$ cat src/rtl/instr_mem_loader.sv
// Byte-stream program loader for the instruction memory: parses length, data words and XOR checksum,
// issues one registered memory write per big-endian word and holds the CPU off until a valid image is in.
module instr_mem_loader #(
    parameter int unsigned DEPTH = 256
) (
    input  logic        clk,
    input  logic        reset,
    input  logic        start,
    input  logic [7:0]  byte_in,
    input  logic        byte_valid,
    output logic        byte_ready,
    output logic        wr_en,
    output logic [31:0] wr_addr,
    output logic [31:0] wr_data,
    output logic        cpu_hold,
    output logic        done,
    output logic        error
);

    typedef enum logic [2:0] {
        S_IDLE,
        S_LEN_HI,
        S_LEN_LO,
        S_DATA,
        S_CHECK,
        S_DONE,
        S_ERR
    } state_t;

    localparam logic [16:0] MAX_WORDS = 17'(DEPTH);

    state_t      state;
    logic [7:0]  len_hi;
    logic [15:0] n_words;
    logic [7:0]  word_idx;
    logic [1:0]  byte_cnt;
    logic [23:0] shift;
    logic [7:0]  csum;
    logic        accept;
    logic [15:0] len_word;
    logic        last_word;

    always_comb begin
        byte_ready = 1'b0;
        case (state)
            S_LEN_HI, S_LEN_LO, S_DATA, S_CHECK: byte_ready = 1'b1;
            default:                             byte_ready = 1'b0;
        endcase
    end

    assign accept    = byte_valid && byte_ready;
    assign len_word  = {len_hi, byte_in};
    // word_idx wraps at 256, so the last-word test is done in 16 bits against N
    assign last_word = (({8'd0, word_idx} + 16'd1) == n_words);

    always_ff @(posedge clk) begin
        if (reset) begin
            state    <= S_IDLE;
            len_hi   <= '0;
            n_words  <= '0;
            word_idx <= '0;
            byte_cnt <= '0;
            shift    <= '0;
            csum     <= '0;
            wr_en    <= 1'b0;
            wr_addr  <= '0;
            wr_data  <= '0;
            cpu_hold <= 1'b0;
            done     <= 1'b0;
            error    <= 1'b0;
        end else begin
            wr_en <= 1'b0;
            case (state)
                S_IDLE, S_DONE, S_ERR: begin
                    if (start) begin
                        state    <= S_LEN_HI;
                        word_idx <= '0;
                        byte_cnt <= '0;
                        csum     <= '0;
                        done     <= 1'b0;
                        error    <= 1'b0;
                        cpu_hold <= 1'b1;
                    end
                end
                S_LEN_HI: begin
                    if (accept) begin
                        len_hi <= byte_in;
                        csum   <= csum ^ byte_in;
                        state  <= S_LEN_LO;
                    end
                end
                S_LEN_LO: begin
                    if (accept) begin
                        n_words <= len_word;
                        csum    <= csum ^ byte_in;
                        if ({1'b0, len_word} > MAX_WORDS) begin
                            state <= S_ERR;
                            error <= 1'b1;
                        end else if (len_word == 16'd0) begin
                            state <= S_CHECK;
                        end else begin
                            state <= S_DATA;
                        end
                    end
                end
                S_DATA: begin
                    if (accept) begin
                        csum     <= csum ^ byte_in;
                        shift    <= {shift[15:0], byte_in};
                        byte_cnt <= byte_cnt + 2'd1;
                        if (byte_cnt == 2'd3) begin
                            wr_en    <= 1'b1;
                            wr_addr  <= {22'd0, word_idx, 2'b00};
                            wr_data  <= {shift, byte_in};
                            word_idx <= word_idx + 8'd1;
                            if (last_word) begin
                                state <= S_CHECK;
                            end
                        end
                    end
                end
                S_CHECK: begin
                    if (accept) begin
                        if (byte_in == csum) begin
                            state    <= S_DONE;
                            done     <= 1'b1;
                            cpu_hold <= 1'b0;
                        end else begin
                            state <= S_ERR;
                            error <= 1'b1;
                        end
                    end
                end
                default: state <= S_IDLE;
            endcase
        end
    end

endmodule

$ cat config.mk
export PLATFORM = sky130hd
export DESIGN_NAME = instr_mem_loader
export DESIGN_NICKNAME = d
export VERILOG_FILES = /design/src/rtl/instr_mem_loader.sv
export SDC_FILE = /design/constraint.sdc
export NUM_CORES = 1
export LEC_CHECK = 0
export CORE_AREA = 2 2 101 103
export CTS_CLUSTER_DIAMETER = 120
export DETAILED_ROUTE_END_ITERATION = 8
export DIE_AREA = 0 0 103 105
export PLACE_DENSITY_LB_ADDON = 0.05
export SLEW_MARGIN = 20
export SYNTH_ARGS = -nofsm -noshare
export SYNTH_HDL_FRONTEND = slang
export SYNTH_SLANG_ARGS = --single-unit
$ cat constraint.sdc
create_clock -name clk -period 2.65 [get_ports clk]
set_input_delay 0.53 -clock clk [delete_from_list [all_inputs] [get_ports clk]]
set_output_delay 0.53 -clock clk [all_outputs]
set_load 0.005 [all_outputs]
# After elaboration in Yosys (flattened, before gate mapping)
# Cells that the tools add are included.
totals:
  ff_bits: 113
  in_bits: 12
  out_inout_bits: 69
  elab_cells: 96
classes:
  addsub: 3
  n_lt_le_gt_ge: 1
  eq_ne: 20
  mux: 35
  bitwise: 3
  n_reduce_logical: 21
op_table:
  columns: ["cell", "n"]
  rows:
  - ["$mux 8", 4]
  - ["$pmux 8 s2", 2]
  - ["$mux 3", 9]
  - ["$ne 2x2->1 const B", 10]
  - ["$eq 9x16->1", 1]
  - ["$gt 16x9->1 const B", 1]
  - ["$logic_not 16->1", 1]
  - ["$pmux 3 s5", 1]
  - ["$mux 1", 12]
  - ["$add 8x1->9 const B", 1]
  - ["$eq 3x3->1 const B", 3]
  - ["$reduce_and 3->1", 3]
  - ["$reduce_or 3->1", 3]
  - ["$add 8x1->8 const B", 1]
  - ["$eq 8x8->1", 1]
  - ["$reduce_and 4->1", 2]
  - ["$xor 8x8->8", 1]
  - ["$reduce_and 7->1", 1]
  - ["$eq 3x2->1 const B", 2]
  - ["$mux 2", 3]
  - ["$reduce_and 2->1", 3]
  - ["$reduce_and 6->1", 1]
  - ["$reduce_bool 2->1", 3]
  - ["$pmux 1 s2", 2]
  - ["11 further kinds", 12]

# Longest topological paths before layout
logic_depth:
  ltp_word: 6
  depth_mapped: 8

# Worst setup path after synthesis
# No wires, ideal clock.
synth_timing:
  path_kind: "flip-flop to flip-flop"
  from: "register word_idx[1]"
  to: "register state[1]"
  t_arrival_ps: 1836
  t_required_ps: 2517
  path_slack_ps: 680
  path_stages_with_launch: 9
  synth_period_minus_slack_ps: 1970
  path_cell_list: "dfxtp_1 -> ha_1 -> buf_6 -> xor2_1 -> or3_1 -> a2111oi_2 -> a211o_1 -> and4_1 -> a311oi_1"
synth_between:
  elab_chain_len: 4
synth_rtl:
  columns: ["item", "line", "rtl"]
  rows:
  - ["from (decl)", "35", "logic [7:0] word_idx;"]
  - ["from (signal assigned)", "115", "word_idx <= word_idx + 8'd1;"]
  - ["$add 8x1->9", "54", "assign last_word = (({8'd0, word_idx} + 16'd1) == n_words);"]
  - ["$eq 9x16->1", "54", null]
  - ["$ne 2x2->1 (no source line)", null, null]
  - ["$reduce_and 7->1 (no source line)", null, null]
  - ["to (signal assigned)", "58", "state <= S_IDLE;"]
  - ["to (signal assigned)", "76", "state <= S_LEN_HI;"]
  - ["to (signal assigned)", "89", "state <= S_LEN_LO;"]
  - ["to (decl)", "32", "state_t state;"]
# No other way between the ends.
# A chain may end at the register's enable or synchronous reset.

# Worst setup path after layout
layout_timing:
  from: "register state[1]"
  to: "output byte_ready"
layout_between:
  elab_chain_len: 3
  word_cells_on_any_way: 6
  classes_between: "eq/ne (4); mux (1); reduce/logical (1)"
layout_rtl:
  columns: ["item", "line", "rtl"]
  rows:
  - ["$eq 3x3->1, or another cell as far along", "45", "case (state)"]
  - ["$reduce_or 4->1 *", "45", null]
  - ["$mux 1 *", "45", null]
  - ["to (decl)", "11", "output logic byte_ready,"]
# Every way passes the cells marked *; elsewhere a longest branch is shown, timed or not.

==> impl_metrics.csv <==
group,metric,value,unit
logic_synthesis,yosys_warnings,0,
logic_synthesis,ys_ff_latch,113,
power,p_sw,1.50,mW
grt,antenna_found_initial,0,
timing,worst_slew_pin_slew,0.638,ns
logic_synthesis,synth_cell_types,49,
power,p_sw_frac,0.299,
place,placed_cells,820,
place,gp_congestion,0.847,
floorplanning,die_area,10800,um2
detailed_routing,met2WireLength,5.95,mm
worst_hold_path,min_path_type,"reg2reg",
clock_tree,cts.path.max_buffers,2,
place,dpl-instance-area,5620,um2
detailed_routing,met3_length,596,um
clock_tree,cts_buffers,17,
grt,overflow,0,
timing,fmax,406,MHz
power,irDropWorstVdd,0.000500,V
layout,drive_gt1_frac,0.0960,
clock_tree,clock_sinks,113,
detailed_routing,vias,4528,
detailed_routing,top_layer_used,"met4",
floorplanning,rows,36,
floorplanning,ioPinCount,81,
place,place_hpwl,8.10,mm
power,p_int,3.53,mW
timing,min_period,2.47,ns
detailed_routing,drtAntennaViolNets,0,
clock_tree,path_clk_slew,0.06,ns
grt,grt_pass1_vias,4162,
power,power_density,809,nW/um2
timing,rsz0062_at_grt,"no",
logic_synthesis,syn_area_per_cell,7.65,um2
timing,relSlewSlack,0.574,
detailed_routing,drtPass1Iterations,6,
timing,min_period_over_period,0.931,
power,p_leak,2.12,nW
power,pwr-share-comb,0.180,
logic_synthesis,ys.flop_type,"dfxtp_1",
timing,drv_slew,0,
critical_path,crit_path_end_kind,"output port",
critical_path,crit_fanout,11,
logic_synthesis,syn_area,5010,um2
timing,skew,0.00970,ns
timing,final_hold_viol_count,0,
logic_synthesis,synth_edf_count,0,
detailed_routing,viasPerCell,5.31,
power,p_seq_frac,0.383,
layout,diodes,0,
clock_tree,cts_hold_buf,0,
detailed_routing,wl_per_cell,14.3,um
critical_path,startpoint_type,"register",
timing,finalSetupTns,0,ns
layout,area_growth,23.9,%
clock_tree,root_buffer,"clkbuf_8",
run_status,outcome,"completed",
timing,setup_viol,0,
grt,grt_pass1_wl,20.4,mm
layout,nNetsFinal,720,
grt,grt_max_degree,51,
layout,stdcell_count,852,
timing,fin_ws,0.184,ns
critical_path,cp.required,2.12,ns
critical_path,cp.arrival,1.94,ns
floorplanning,die_w,103,um
detailed_routing,totalWireLength,12.2,mm
detailed_routing,drc,0,
clock_tree,cts_tree,"done",
layout,fin_area,6210,um2
logic_synthesis,async_flop_share,0,
place,dp_slack,0.144,ns
detailed_routing,wl_met1,5.48,mm
detailed_routing,first_iter_violations,241,
floorplanning,die_h,105,um
grt,gr-usage-all-layers,0.237,
clock_tree,clkLatencyLatePin,0.52,ns
floorplanning,core,9640,um2
logic_synthesis,ys_seq_area_frac,0.451,
floorplanning,start_util,0.520,
clock_tree,cts_htree_levels,4,
power,clock_power_share,0.437,
place,io_buffer_count,56,
run,maxCapViolCount,0,
critical_path,crit_type,"reg2out",
logic_synthesis,syn_inst,655,
## worst max-delay path, stage by stage, from the launching register on
cell and delay [ns]:
dfxtp_1 0.41, nor2_1 0.31, xnor2_1 0.16, clkdlybuf4s50_1 0.54
## path summary, 6_finish.rpt
check | from | to | slack (ns) | cells after the start
max reg2reg | word_idx[1]$_SDFFE_PP0P_ | state[1]$_SDFFE_PP0P_ | 0.44 | 7
max | state[1]$_SDFFE_PP0P_ | byte_ready | 0.18 | 3
min | wr_addr[4]$_SDFFE_PP0P_ | wr_addr[4]$_SDFFE_PP0P_ | 0.45 | 2
min reg2reg | wr_addr[4]$_SDFFE_PP0P_ | wr_addr[4]$_SDFFE_PP0P_ | 0.45 | 2
## per-stage QoR
step / util / hold slack (ns) / power (mW)
finish: 0.644 / 0.452 / 5.03
global placement: 0.583 / 0.443 / 2.83
detailed placement: 0.583 / 0.446 / 2.85
floorplan: - / 0.432 / 2.59
CTS: 0.644 / 0.454 / 5.04
global route: 0.644 / 0.469 / 5.27
## cell families (layout without fill, tap and decap cells)
family                     after synthesis  in the layout  synth area share
AOI/OAI and AO/OA                      156            156             0.173
xor gates and xnor gates                19             19            0.0332
adders and majority gates                2              2           0.00499
buffers and inverters                   80            121            0.0881
DFF                                    113            113             0.451
other                                    1             24          0.000748
and+or+nand+nor                        284            284             0.249
## cells in the mapped netlist, types with 2 or more instances
library cell  count  area share
nor3b_1           2      0.0030
nor2_1           30       0.022
nor3_1            7      0.0070
buf_2            16       0.016
nand2_1         193        0.14
xnor2_1           8       0.014
o21ai_0          20       0.020
nor4_1            7      0.0087
a311oi_1          4      0.0070
inv_1             7      0.0052
xor2_1           11       0.019
clkbuf_1         26       0.019
o311ai_0          2      0.0035
o211ai_1          5      0.0075
dfxtp_1         113        0.45
ha_1              2      0.0050
nand2b_1          2      0.0025
o221ai_1          2      0.0035
or3_1             6      0.0075
nor4b_1           2      0.0035
nand3b_1         11       0.016
a21oi_1         112        0.11
and3_1            2      0.0025
a21boi_0          2      0.0030
buf_6             3      0.0067
nand3_1           7      0.0070
nand4_1           3      0.0037
and2_1            3      0.0037
buf_4            26       0.039
a211oi_1          2      0.0030
## placed cells by master (no fill, tap or decap), drive strengths merged, types with 3 or more instances in the layout
master and n:
nand4 3, nor3 8, nand2 193, nand3 8
buf 26, a21oi 112, inv 11, nor4 7
clkinv 5, and2 4, or3 6, dfxtp 113
o211ai 5, nor2 32, conb 24, a311oi 4
xor2 11, nand3b 11, clkbuf 18, clkdlybuf4s50 55
xnor2 8, clkinvlp 4, o21ai 20
## power groups by stage
stage | sequential, mW | clock (mW) | combinational, mW
after floorplan | 1.89 | 0 | 0.705
after CTS | 1.92 | 2.22 | 0.899
after global placement | 1.95 | 0 | 0.880
after global routing | 1.94 | 2.32 | 1.01
after detailed placement | 1.95 | 0 | 0.895
final | 1.93 | 2.20 | 0.903
## state kept, by name, indices dropped and copies added, names as in the netlist, 2 cells and up
| name | count |
|---|---|
| wr_data | 32 |
| shift | 24 |
| n_words | 16 |
| csum | 8 |
| len_hi | 8 |
| word_idx | 8 |
| wr_addr | 8 |
| state | 3 |
| byte_cnt | 2 |
## final cells by class
class / count / area, um2
Multi-Input combinational cell: 485 / 2390
Clock inverter: 14 / 156
Fill cell: 863 / 3430
Clock buffer: 18 / 428
Timing Repair Buffer: 81 / 771
Sequential cell: 113 / 2260
Inverter: 8 / 30.0
Tap cell: 133 / 166
## metal layers
layer,vias up,global-route usage
li1,2256,-
met1,2106,0.311
met2,148,0.384
met3,18,0.0555
met4,0,0.0742
met5,-,0
## what timing repair did
item,4_1_cts,5_1_grt
resized for setup,0,2
setup buffers,0,0
endpoints found under the setup margin,0,1
Power figures use the tool's default switching activity.
